File: config.mk
export PLATFORM = sky130hd
export DESIGN_NAME = sram_1rw_byte_mask_arbiter
export DESIGN_NICKNAME = d
export VERILOG_FILES = /design/src/rtl/sram_1rw_byte_mask_arbiter.sv
export SDC_FILE = /design/constraint.sdc
export NUM_CORES = 1
export LEC_CHECK = 0
export CAP_MARGIN = 20
export CORE_AREA = 2 2 176 178
export CTS_CLUSTER_SIZE = 20
export DETAILED_ROUTE_END_ITERATION = 10
export DIE_AREA = 0 0 178 180
export PLACE_DENSITY_LB_ADDON = 0.25
export SYNTH_ARGS = -nofsm -noshare
export SYNTH_HDL_FRONTEND = slang
export SYNTH_SLANG_ARGS = --single-unit
export TNS_END_PERCENT = 5
File: constraint.sdc
create_clock -name clk_i -period 3.59 [get_ports clk_i]
set_input_delay 0.718 -clock clk_i [delete_from_list [all_inputs] [get_ports clk_i]]
set_output_delay 0.718 -clock clk_i [all_outputs]
set_load 0.005 [all_outputs]
File: src/rtl/sram_1rw_byte_mask_arbiter.sv
// ---------------------------------------------------------------------------
// sram_1rw_byte_mask_arbiter
//
// Shares one single-port (1RW) synchronous SRAM with a byte write mask
// between two requesters. After reset the whole array is written with zeros.
// The two ports are then arbitrated round-robin. Each port has a one-entry
// read response slot, so a requester can stall on its read data without
// blocking the other port.
//
// Ports:
//   clk_i             clock; all state changes on the rising edge
//   reset_n_i         asynchronous active-low reset
//   v_i[1:0]          per-port request valid
//   w_i[1:0]          per-port write (1) / read (0)
//   addr_i            per-port address, port i at [i*addr_width_p +: addr_width_p]
//   data_i            per-port write data
//   write_mask_i      per-port byte write mask
//   ready_o[1:0]      request accepted this cycle (a transfer is v_i & ready_o)
//   data_v_o[1:0]     per-port read response valid
//   data_o            per-port read response data
//   yumi_i[1:0]       per-port response consumed (only while data_v_o is set)
//   mem_*_o           SRAM macro request: enable, write, address, data, mask
//   mem_data_i        SRAM read data, valid the cycle after a read
//   init_done_o       array clear finished; requests may be granted
// ---------------------------------------------------------------------------
module sram_1rw_byte_mask_arbiter #(
    parameter int els_p            = 512,
    parameter int data_width_p     = 64,
    parameter int addr_width_p     = $clog2(els_p),
    parameter int mask_width_p     = data_width_p / 8,
    parameter bit clear_on_reset_p = 1'b1
) (
    input  logic                      clk_i,
    input  logic                      reset_n_i,

    input  logic [1:0]                v_i,
    input  logic [1:0]                w_i,
    input  logic [2*addr_width_p-1:0] addr_i,
    input  logic [2*data_width_p-1:0] data_i,
    input  logic [2*mask_width_p-1:0] write_mask_i,
    output logic [1:0]                ready_o,

    output logic [1:0]                data_v_o,
    output logic [2*data_width_p-1:0] data_o,
    input  logic [1:0]                yumi_i,

    output logic                      mem_v_o,
    output logic                      mem_w_o,
    output logic [addr_width_p-1:0]   mem_addr_o,
    output logic [data_width_p-1:0]   mem_data_o,
    output logic [mask_width_p-1:0]   mem_write_mask_o,
    input  logic [data_width_p-1:0]   mem_data_i,

    output logic                      init_done_o
);

    typedef enum logic {
        ST_INIT = 1'b0,
        ST_RUN  = 1'b1
    } state_e;

    localparam logic [addr_width_p-1:0] last_addr_lp = addr_width_p'(els_p - 1);

    state_e                    state_r, state_n;
    logic [addr_width_p-1:0]   cnt_r, cnt_n;
    logic                      last_grant_r;  // port granted most recently
    logic [1:0]                inflight_r;    // read issued last cycle, data on mem_data_i now
    logic [1:0]                full_r;        // response parked in rsp_buf_r
    logic [data_width_p-1:0]   rsp_buf_r [2];

    logic [1:0]                occ;
    logic [1:0]                elig;
    logic [1:0]                grant;
    logic                      sel;

    // -----------------------------------------------------------------------
    // Clear sequencer: walks the counter across the array once, then RUN.
    // -----------------------------------------------------------------------
    always_comb begin
        // NOTE: every combinationally assigned signal gets a default first so
        // no path through the block leaves it unassigned (which would infer a latch).
        state_n = state_r;
        cnt_n   = cnt_r;
        if (state_r == ST_INIT) begin
            cnt_n = cnt_r + 1'b1;
            if (cnt_r == last_addr_lp) begin
                state_n = ST_RUN;
                cnt_n   = '0;
            end
        end
    end

    // -----------------------------------------------------------------------
    // Eligibility and round-robin arbitration.
    // A read is only eligible if its response slot is free now or is being
    // freed by yumi_i this cycle; writes produce no response and always go.
    // -----------------------------------------------------------------------
    always_comb begin
        occ   = full_r | inflight_r;
        elig  = v_i & (w_i | ~occ | yumi_i);
        grant = 2'b00;
        if (state_r == ST_RUN) begin
            unique case (elig)
                2'b01:   grant = 2'b01;
                2'b10:   grant = 2'b10;
                2'b11:   grant = last_grant_r ? 2'b01 : 2'b10;
                default: grant = 2'b00;
            endcase
        end
    end

    assign sel = grant[1];

    // Outputs are forced idle while reset is held, independent of state.
    assign ready_o     = grant & {2{reset_n_i}};
    assign init_done_o = (state_r == ST_RUN);

    // -----------------------------------------------------------------------
    // SRAM drive: clear writes during INIT, granted port's request in RUN.
    // -----------------------------------------------------------------------
    always_comb begin
        mem_v_o          = 1'b0;
        mem_w_o          = 1'b0;
        mem_addr_o       = '0;
        mem_data_o       = '0;
        mem_write_mask_o = '0;
        if (state_r == ST_INIT) begin
            mem_v_o          = reset_n_i;
            mem_w_o          = 1'b1;
            mem_addr_o       = cnt_r;
            mem_write_mask_o = '1;
        end else if (|grant) begin
            mem_v_o          = reset_n_i;
            mem_w_o          = w_i[sel];
            mem_addr_o       = sel ? addr_i[2*addr_width_p-1:addr_width_p]
                                   : addr_i[addr_width_p-1:0];
            mem_data_o       = sel ? data_i[2*data_width_p-1:data_width_p]
                                   : data_i[data_width_p-1:0];
            mem_write_mask_o = sel ? write_mask_i[2*mask_width_p-1:mask_width_p]
                                   : write_mask_i[mask_width_p-1:0];
        end
    end

    // -----------------------------------------------------------------------
    // Control state.
    // -----------------------------------------------------------------------
    always_ff @(posedge clk_i or negedge reset_n_i) begin
        // NOTE: sequential state uses non-blocking assignments so every flop
        // samples the pre-edge values regardless of statement order.
        if (!reset_n_i) begin
            if (clear_on_reset_p) state_r <= ST_INIT;
            else                  state_r <= ST_RUN;
            cnt_r        <= '0;
            last_grant_r <= 1'b1;
            inflight_r   <= 2'b00;
            full_r       <= 2'b00;
        end else begin
            state_r    <= state_n;
            cnt_r      <= cnt_n;
            inflight_r <= grant & ~w_i;
            if (|grant) last_grant_r <= sel;
            for (int i = 0; i < 2; i++) begin
                if (inflight_r[i] && !yumi_i[i]) full_r[i] <= 1'b1;
                else if (full_r[i] && yumi_i[i]) full_r[i] <= 1'b0;
            end
        end
    end

    // NOTE: the response buffers carry no reset; their contents are only
    // observed while full_r is set, and full_r itself is reset.
    always_ff @(posedge clk_i) begin
        for (int i = 0; i < 2; i++) begin
            if (inflight_r[i] && !yumi_i[i]) rsp_buf_r[i] <= mem_data_i;
        end
    end

    // -----------------------------------------------------------------------
    // Read return: SRAM data bypasses straight out on the first cycle and is
    // served from the buffer afterwards until consumed.
    // -----------------------------------------------------------------------
    assign data_v_o = full_r | inflight_r;
    assign data_o   = {full_r[1] ? rsp_buf_r[1] : mem_data_i,
                       full_r[0] ? rsp_buf_r[0] : mem_data_i};

endmodule

; ---- Yosys cells after proc, flatten, opt, wreduce, memory -nomap -nowiden
; Memories as Yosys holds them, arrays and structs flattened.
; Index checks and enable logic that the tools add are counted.
[totals]
register_bits = 15
ram_bits = 128
in_bits = 234
out_inout_bits = 216
mem_count = 1
[classes]
add_sub_neg = 1
order_cmp = 1
n_eq_ne = 4
muxes = 31
bitwise_logic = 8
reduce_logical = 9
[mem_list]
columns = name, depth, width, rd, rd_ports_with_merged_regs, write_ports, line_no
row1 = rsp_buf_r, 2, 64, 2, 0, 2, 69  ; logic [data_width_p-1:0] rsp_buf_r [2];
[op_table]
columns = cell, count
row1 = two-way mux 64 bit, 5
row2 = two-way mux 9 bit, 4
row3 = two-way mux 8 bit, 3
row4 = two-way mux 1 bit, 16
row5 = adder 9 x 1 -> 9 bit (second input constant), 1
row6 = == test 9 bit (second input constant), 1
row7 = bitwise AND 2 bit, 3
row8 = OR 2 bit, 3
row9 = one-hot mux 2 bit (3 select lines), 1
row10 = == test 2 bit (second input constant), 2
row11 = logical AND 1 bit, 4
row12 = two-way mux 2 bit, 2
row13 = NOT 2 bit, 2
row14 = nonzero test 2 bit, 2
row15 = == test 2 x 1 -> 1 bit (second input constant), 1
row16 = zero test 1 bit, 2
row17 = less-than comparator 1 x 2 -> 1 bit (second input constant), 1
row18 = OR reduction 2 bit, 1

; ---- Logic depth before layout (Yosys ltp)
[depth]
word_depth = 12
ltp_mapped = 9

; ---- Worst setup path after synthesis
; Ideal clock, no wire load.
[synth_timing]
path_kind = input to register
startpoint = in yumi_i[0]
endpoint = mem rsp_buf_r[0][0] (enable)
arrival_time_ps = 3580
required_ps = 3095
slack_ps = -485
cell_stages = 1
path_buffers = 0
cell_sequence = nor2b_1
[synth_lines]
columns = element, line_no
row1 = "start, declared", 45  ; input logic [1:0] yumi_i,
row2 = "end, declared", 69

; ---- Final worst setup path
[layout_timing]
startpoint = in w_i[0]
endpoint = out mem_data_o[4]
[layout_between]
elab_chain_cells = 9
word_cells_on_any_way = 12
[layout_lines]
columns = element, line_no
row1 = "start, declared", 37  ; input logic [1:0] w_i,
row2 = OR 2 bit * (2 in a row), 100  ; elig = v_i & (w_i | ~occ | yumi_i);
row3 = bitwise AND 2 bit *, 100
row4 = == test 2 bit or == test 2 x 1 -> 1 bit (tied branches), 103  ; unique case (elig)
row5 = one-hot mux 2 bit (3 select lines) *, 103
row6 = two-way mux 2 bit *, 102  ; if (state_r == ST_RUN) begin
row7 = two-way mux 64 bit or OR reduction 2 bit (tied branches), "137, 132"
row8 = two-way mux 64 bit *, 132  ; end else if (|grant) begin
row9 = two-way mux 64 bit *, 127  ; if (state_r == ST_INIT) begin
row10 = "end, declared", 50  ; output logic [data_width_p-1:0] mem_data_o,
; Mark *: on every way between the ends. The rest lies on a longest branch, timed or not.

==> metrics.txt <==
CP endpoint kind output pin; drt wl/cell roughly 20 µm; Hold Path Origin cnt_r[3]$_DFFE_PN0N_; R2R Path Start cnt_r[0]$_DFFE_PN0N_; initial antenna violation count 0; Pwr Density between 300 and 400 nW/µm²; total congestion overflow 0; most common cell after layout, fill and taps aside clkdlybuf4s50_1; die area 32040 µm²; DP HPWL 21200 µm; Starting Density roughly a quarter; Worst-path clk slew roughly 0.070 ns; Syn Nets around 860; CP max stage cell clkdlybuf4s50_1; Seq/Total Area, Yosys between 50 and 60%; first-pass GRT wire length approximately 42000 µm; #FFs+latches synth 143; RSZ-0062 raised after global routing no; vias in the first global route around 7000; Post-synth EDFFs ~130; max-cap violation count 0; Routability Congestion 0.8575; I/O Buffers roughly 450; Critical path origin w_i[0]; CP max stage delay between 0.5 and 0.6 ns; hold depth 1; Synth-to-Final Area Change 74.94%; Synth warnings 0; drt total wl around 30000 µm; Final setup viols 0; Async S/R FF share, synth between 10% and 20%; Setup Skew roughly 0.011 ns; mapped cell area between 7000 and 8000 µm²; CP most frequent cell clkdlybuf4s50_1; CTS Buf Count 17; critical path class primary input to output pin; Netlist cell types 40; Ant. Diodes 0; critical path startpoint category primary input; CTS tree built; Rel. slew slack about a third; H-Tree Depth 4; drt pass-1 iters 4; Worst-Margin Slew slightly above 1 ns; # DRC 0; Top Ports between 400 and 500; Clk Tree Root Cell clkbuf_16; Reg2Reg Depth 9; Mean Syn Cell Area 12.40 µm²; Max Transition Viols Final 0; gr usage total roughly 17%; status finished, final reports clean; Die Ht 180 µm; commonest non-fill, non-tap cells in the layout clkdlybuf4s50_1 (443), mux2_2 (130), edfxtp_1 (128); Reg2Reg Setup Slack ~1.4 ns; crit path cell chain clkdlybuf4s50_1 -> o31ai_4 -> buf_12 -> a21o_2 -> clkbuf_16 -> a21oi_2 -> clkdlybuf4s50_1; Achievable Freq roughly 280 MHz; hold buffers post-CTS 0; Num Clock Sinks ~140; CP max FO 28; drt via density 4.782; minimum clock period 3.514 ns; Hold Fails Final Rpt 0; clock tree buffer depth 2; CP arrival 2.80 ns; Fin Hold WS 0.4942 ns; final setup TNS 0 ns; Util after Layout a little under half; core area between 30000 and 40000 µm²; Post-Synthesis Cells approximately 630; Die X between 150 and 200 µm; required time worst endpoint between 2 and 3 ns; Main synth FF type edfxtp_1; FP Rows 64; DR iter-0 viols 350; Max VDD drop around 0.29 mV; layout cell share with drive strength beyond 1 between 20% and 30%; Via Count between 7000 and 8000; leakage dissipation 4.649 nW; Clk Latency, worst-skew pair about 0.42 ns; Post-DRT Antenna Nets 0; worst hold-check path type register to register; nets approximately 1300; part of the cycle the worst path needs between 90% and 100%; pin count of the biggest net entering global routing 66
registers in the layout, summed over array words and instances (netlist names):
register,cells
inflight_r,2
cnt_r,9
last_grant_r,1
init_done_o,1
full_r,2
rsp_buf_r,128
kinds of logic after synthesis:
group	count (synthesis)	synth area share, %
xor+xnor	2	0.2250
flops	143	54.21
buf+inv	62	4.339
compound gates	183	14.98
mux	130	18.80
simple gates	106	7.120
fa+ha+maj	2	0.3214
layout make-up:
class | count | area (µm²)
clock buffer | 17 | 425.4
tap | 396 | 495.5
sequential | 143 | 4223
fill | 2839 | 16570
multi-input combinational | 423 | 3296
timing repair buffer | 486 | 4976
inverter | 5 | 18.77
clock inverter | 15 | 185.2
layer usage:
layer / GRT usage (%) / vias up / share of wire, %
met4: 6.787 / 0 / 3.0
met1: 19.78 / 3408 / 39
li1: - / 3333 / -
met5: 0 / - / 0
met3: 4.420 / 35 / 7.1
met2: 30.85 / 325 / 51
cells in the mapped netlist (2+ instances only):
| cell type | instances | area (µm²) |
|---|---|---|
| xor2_1 | 2 | 17.52 |
| nor2b_1 | 14 | 87.58 |
| mux2_2 | 130 | 1464 |
| a221o_1 | 8 | 80.08 |
| a21oi_2 | 31 | 271.5 |
| nor2_1 | 6 | 22.52 |
| nand2_1 | 6 | 22.52 |
| buf_1 | 2 | 7.510 |
| clkbuf_1 | 12 | 45.04 |
| clkbuf_2 | 2 | 10.01 |
| inv_1 | 4 | 15.01 |
| edfxtp_1 | 128 | 3844 |
| o21ai_0 | 40 | 200.2 |
| nor3_1 | 2 | 10.01 |
| dfrtp_1 | 14 | 350.3 |
| a31oi_1 | 9 | 56.30 |
| a21o_1 | 2 | 15.01 |
| a21oi_1 | 35 | 175.2 |
| and3_1 | 7 | 43.79 |
| a2bb2oi_1 | 9 | 78.83 |
| buf_6 | 7 | 78.83 |
| buf_4 | 3 | 22.52 |
| o21ai_1 | 42 | 210.2 |
| ha_1 | 2 | 25.02 |
| a22o_1 | 2 | 17.52 |
| nand3_1 | 65 | 325.3 |
| buf_2 | 31 | 155.2 |
path summary, 6_finish.rpt:
path | to
min reg2reg | cnt_r[3]$_DFFE_PN0N_
max in group asynchronous | cnt_r[5]$_DFFE_PN0N_
max reg2reg | cnt_r[6]$_DFFE_PN0N_
min in group asynchronous | inflight_r[0]$_DFF_PN0_
min | cnt_r[3]$_DFFE_PN0N_
max | mem_data_o[4]
power breakdown:
| group | switching, mW | total [mW] | leakage, nW | internal [mW] |
|---|---|---|---|---|
| Sequential | 0.00115 | 1.81 | 1.34 | 1.81 |
| Clock | 0.814 | 1.76 | 0.293 | 0.945 |
| Combinational | 0.262 | 0.733 | 3.02 | 0.471 |
| Total | 1.08 | 4.30 | 4.65 | 3.23 |
critical path: cells and delay by family:
kind | cells | cell delay (ns)
AO/OA/AOI/OAI | 3 | 0.56
buffers and inverters | 4 | 1.50
stage by stage:
step | worst slack, ns | instances | instance area [µm²] | power (mW)
6_report | 0.07601 | 1485 | 13620 | 4.305
5_1_grt | 0.001089 | 1485 | 13620 | 4.491
4_1_cts | 0.01921 | 1484 | 13590 | 4.369
3_5_place_dp | -0.1700 | 1452 | 12940 | 2.581
3_3_place_gp | -0.1809 | 1452 | 12940 | 2.577
2_1_floorplan | 0.7846 | 628 | 7790 | 2.057
timing repair:
item,4_1_cts,5_1_grt
endpoints found under the hold margin,0,0
gates cloned,0,1
setup endpoints to repair,48,32
pin swaps,2,2
resized for setup,14,3
buffers inserted,0,0
Note: power is estimated with default switching activity, not from simulation.
